--- config.mk ---
export PLATFORM = sky130hd
export DESIGN_NAME = event_counters
export DESIGN_NICKNAME = d
export VERILOG_FILES = /design/src/rtl/event_counters.sv
export SDC_FILE = /design/constraint.sdc
export NUM_CORES = 2
export LEC_CHECK = 0
export ABC_AREA = 1
export ABC_CLOCK_PERIOD_IN_PS = 2540
export CAP_MARGIN = 30
export CORE_AREA = 5 5 353 355
export CTS_BUF_LIST = sky130_fd_sc_hd__clkbuf_8 sky130_fd_sc_hd__clkbuf_16
export CTS_CLUSTER_SIZE = 16
export DETAILED_ROUTE_END_ITERATION = 16
export DIE_AREA = 0 0 358 360
export PLACE_DENSITY = 0.76
export REMOVE_ABC_BUFFERS = 1
export SYNTH_ARGS = -nofsm -noshare
export SYNTH_HDL_FRONTEND = slang
export SYNTH_HIERARCHICAL = 1
export SYNTH_SLANG_ARGS = --single-unit
--- constraint.sdc ---
create_clock -name clk_i -period 2.54 [get_ports clk_i]
set_input_delay 0.762 -clock clk_i [delete_from_list [all_inputs] [get_ports clk_i]]
set_output_delay 0.762 -clock clk_i [all_outputs]
set_load 0.05 [all_outputs]
--- src/rtl/event_counters.sv ---
// Bank of N_CNT independent event counters with load, soft clear and overflow handling.
// Define PMU_OVF_INTR_EN for wrap + sticky overflow/interrupt; otherwise counters saturate.

module event_counter_lane #(
  parameter int CNT_W = 32
) (
  input  logic             clk,
  input  logic             rst,
  input  logic             clear,
  input  logic             wr_hit,
  input  logic [CNT_W-1:0] wr_data,
  input  logic             inc,
  input  logic             ovf_clr,
  output logic [CNT_W-1:0] cnt,
  output logic             ovf
);

  logic at_max;
  assign at_max = (cnt == {CNT_W{1'b1}});

  // clear beats write beats increment; a dropped event is never deferred
  always_ff @(posedge clk or posedge rst) begin
    if (rst)                   cnt <= '0;
    else if (clear)            cnt <= '0;
    else if (wr_hit)           cnt <= wr_data;
`ifdef PMU_OVF_INTR_EN
    else if (inc)              cnt <= cnt + CNT_W'(1);
`else
    else if (inc && !at_max)   cnt <= cnt + CNT_W'(1);
`endif
  end

`ifdef PMU_OVF_INTR_EN
  logic wrap;
  assign wrap = inc && !wr_hit && at_max;

  // a wrap in the same cycle as a flag clear leaves the flag set
  always_ff @(posedge clk or posedge rst) begin
    if (rst)          ovf <= 1'b0;
    else if (clear)   ovf <= 1'b0;
    else if (wrap)    ovf <= 1'b1;
    else if (ovf_clr) ovf <= 1'b0;
  end
`else
  logic unused_ovf_clr;
  assign unused_ovf_clr = ovf_clr;
  assign ovf = 1'b0;
`endif

endmodule

module event_counters #(
  parameter  int N_CNT      = 24,
  parameter  int CNT_W      = 32,
  localparam int N_BITS_IDX = (N_CNT > 1) ? $clog2(N_CNT) : 1
) (
  input  logic                              clk_i,
  input  logic                              rst_i,
  input  logic [0:N_CNT-1]                  events_i,
  input  logic                              en_i,
  input  logic                              clear_i,
  input  logic                              we_i,
  input  logic [N_BITS_IDX-1:0]             wr_idx_i,
  input  logic [CNT_W-1:0]                  wr_data_i,
  input  logic [N_CNT-1:0]                  ovf_mask_i,
  input  logic [N_CNT-1:0]                  ovf_clr_i,
  output logic [0:N_CNT-1][CNT_W-1:0]       cnt_o,
  output logic [N_CNT-1:0]                  ovf_o,
  output logic                              intr_o
);

  typedef struct packed {
    logic                  we;
    logic [N_BITS_IDX-1:0] idx;
    logic [CNT_W-1:0]      data;
  } wr_req_t;

  wr_req_t wr_req;
  assign wr_req = '{we: we_i, idx: wr_idx_i, data: wr_data_i};

  // an out-of-range index matches no lane, so the write is simply lost
  for (genvar x = 0; x < N_CNT; x++) begin : g_lane
    logic wr_hit;
    assign wr_hit = wr_req.we && (wr_req.idx == N_BITS_IDX'(x));

    event_counter_lane #(.CNT_W(CNT_W)) u_lane (
      .clk     (clk_i),
      .rst     (rst_i),
      .clear   (clear_i),
      .wr_hit  (wr_hit),
      .wr_data (wr_req.data),
      .inc     (en_i && events_i[x]),
      .ovf_clr (ovf_clr_i[x]),
      .cnt     (cnt_o[x]),
      .ovf     (ovf_o[x])
    );
  end

`ifdef PMU_OVF_INTR_EN
  assign intr_o = |(ovf_o & ovf_mask_i);
`else
  logic unused_ovf_mask;
  assign unused_ovf_mask = ^ovf_mask_i;
  assign intr_o = 1'b0;
`endif

endmodule

==> impl_metrics.tcl <==
set metrics [dict create \
    status "finished clean" \
    slew_violations 0 \
    io_buffers 833 \
    cts_tree "built" \
    core_um2 121000 \
    crit_end "cnt_o[507]" \
    initial_core_util_pct 51.3 \
    grt_pass1_vias 68400 \
    groute.usage.overall_pct 41.2 \
    maxCapViolations 0 \
    clock_latency_ns 0.71 \
    grt_max_degree 34 \
    netlist_area_um2 62200 \
    worst_pin_slew_ns 0.674 \
    max_stage_delay_ns 0.56 \
    crit_family "buffers and inverters" \
    top_regs "g_lane.u_lane/cnt x768" \
    path_cells "clkdlybuf4s15_1" \
    drc 0 \
    first_pass_iters 9 \
    cts_sinks 768 \
    fin_crit_sh_pct 99.6 \
    dp_hpwl_um 188000 \
    overflow 0 \
    crit_path_start "g_lane[8].u_lane/cnt[27]" \
    final.min_clock_period_ns 2.53 \
    final_cell_mix "nand2_1, nand3_1, nor2_1, dfrtp_1, inv_1" \
    reg2reg_depth 10 \
    via_per_inst 5.69 \
    postCtsHoldBufs 0 \
    ctsLongestPathBuffers 3 \
    antenna_found_initial 12 \
    crit_slowest_cell "clkdlybuf4s15_1" \
    rsz0062_at_grt "false" \
    drive_gt1_share_pct 12.6 \
    final-hold-violation-count 0 \
    power_density_nw_per_um2 421 \
    worstSetupPathDepth 1 \
    nets 11600 \
    drt_wl_total_um 275000 \
    syn_avg_cell_area_um2 5.92 \
    area_delta_synth_final_pct 23.7 \
    ys_seq_area_share_pct 30.9 \
    tns_ns 0 \
    synth-seq-cells 768 \
    arrival_ns 1.77 \
    r2r_end "g_lane[10].u_lane/cnt[0]" \
    clock_skew_ns 0.0329 \
    root_buffer "clkbuf_16" \
    r2r_start "g_lane[10].u_lane/cnt[0]" \
    path_max_fanout 2 \
    leakagePower_nw 40.2 \
    critPathKind "reg -> out" \
    route.vias.total 75200 \
    largest_register_ffs 768 \
    ys.warnings.count 6 \
    wl_per_cell_um 20.8 \
    setup-violations-final 0 \
    yosysUniqueCellTypes 30 \
    die_h_um 360 \
    fp.dieArea_um2 129000 \
    hold_slack_ns 0.459 \
    cp.required_ns 1.78 \
    yosysTopAreaCell "dfrtp_1" \
    antenna_left 0 \
    htree_levels 3 \
    routabilityCongestion 1.04 \
    die_w_um 358 \
    worst-path-buf-inv 1 \
    yosys-top-cells-area "dfrtp_1, nand2_1, nand3_1" \
    startpoint_type "flip-flop" \
    io_pins 907 \
    hold_class "in -> reg" \
    rows 128 \
    synth_cells 10500 \
    worstSetupEndpointType "output port" \
    fmax_mhz 395 \
    clkTransAtPathRegs_ns 0.06 \
    drt_iter0_drc 8948 \
    grt_pass1_wl_um 413000 \
    top_register "g_lane.u_lane/cnt" \
    final_common_cell "nand2_1" \
    ir_drop_uv 529 \
    r2r_slack_ns 0.30 \
    relSlewSlack_pct 55.1 \
    cts_buffers 93 \
    synth_top_area_share_pct 30.9 \
]
[metal layers]
| metal | GRT usage (%) | vias to the layer above | part of all wire (%) |
|---|---|---|---|
| met5 | 0 | - | 0.011 |
| met4 | 31.6 | 4 | 9.0 |
| met3 | 11.8 | 1052 | 13 |
| met2 | 60.3 | 4509 | 42 |
| met1 | 51.0 | 34600 | 37 |
| li1 | - | 35000 | - |
[report_power, final]
part           switching (mW)  total, mW  internal [mW]
clock                    5.89       14.0           8.15
combinational            3.93       5.24           1.31
sequential              0.566       13.1           12.5
[cells by family (layout without fill, tap and decap cells)]
group | Yosys count | after routing | share of synthesized area, %
compound gates | 625 | 625 | 5.61
xor+xnor | 72 | 72 | 1.01
fa+ha+maj | 24 | 24 | 0.483
buf+inv | 1143 | 2223 | 7.89
flops | 768 | 768 | 30.9
mux | 24 | 24 | 0.386
other cells | 25 | 39 | 0.151
simple gates | 7815 | 7815 | 53.5
[stage by stage]
stage / power (mW) / setup WS (ns) / cells / cell area, um^2 / util, %
2_1_floorplan: 15.9 / -0.826 / 10100 / 60200 / -
3_5_place_dp: 18.5 / -0.404 / 13000 / 74100 / 61.2
5_1_grt: 33.3 / 0.0000132 / 13200 / 76900 / 63.5
3_3_place_gp: 18.4 / -0.361 / 13000 / 74100 / 61.2
4_1_cts: 32.4 / 0.0000524 / 13200 / 77000 / 63.6
6_report: 32.4 / 0.00933 / 13200 / 76900 / 63.5
[how the worst min path moves through the flow]
stage                     cells after the start                        end  slack [ns]                       from
after CTS                                     5  g_lane[13].u_lane/cnt[22]        0.41              wr_data_i[22]
final                                         5  g_lane[13].u_lane/cnt[22]        0.46              wr_data_i[22]
after detailed placement                      2  g_lane[11].u_lane/cnt[31]        0.58  g_lane[11].u_lane/cnt[31]
after global routing                          5  g_lane[13].u_lane/cnt[22]        0.50              wr_data_i[22]
after floorplan                               2   g_lane[0].u_lane/cnt[30]        0.82   g_lane[0].u_lane/cnt[30]
after global placement                        2    g_lane[2].u_lane/cnt[5]        0.56    g_lane[2].u_lane/cnt[5]
[layout make-up]
type | instances | area (um^2)
Antenna cell | 14 | 35.0
Clock buffer | 114 | 2650
Clock inverter | 55 | 482
Fill cell | 11600 | 44200
Inverter | 779 | 2980
Multi-Input combinational cell | 8585 | 38200
Sequential cell | 768 | 19200
Tap cell | 1625 | 2030
Timing Repair Buffer | 1275 | 11300
[timing repair]
action	in CTS	in global routing
buffers inserted	0	0
resized for setup	788	67
gates cloned	0	0
setup endpoints to repair	521	66
[synth_stat cells, drive strengths merged]
| cell | instances |
|---|---|
| nand2 | 4736 |
| nand3 | 1559 |
| nor2 | 1424 |
| inv | 779 |
| dfrtp | 768 |
| o21ai | 360 |
| buf | 219 |
| clkbuf | 145 |
| a21oi | 120 |
| o21bai | 72 |
| xor2 | 72 |
| or2 | 48 |
| a31oi | 25 |
| conb | 25 |
| a22oi | 24 |
| a2bb2oi | 24 |
| and2 | 24 |
| ha | 24 |
| mux2i | 24 |
| nand3b | 24 |
[worst register-to-register path, delay by kind of cell, from the launching register on]
family / cells / cell delay [ns]
adder cells (fa/ha/maj): 1 / 0.27
buffers and inverters: 1 / 0.29
AO/OA/AOI/OAI: 1 / 0.14
flip-flops: 1 / 0.51
AND/OR/NAND/NOR: 7 / 0.92
Note: power is estimated with default switching activity, not from simulation.
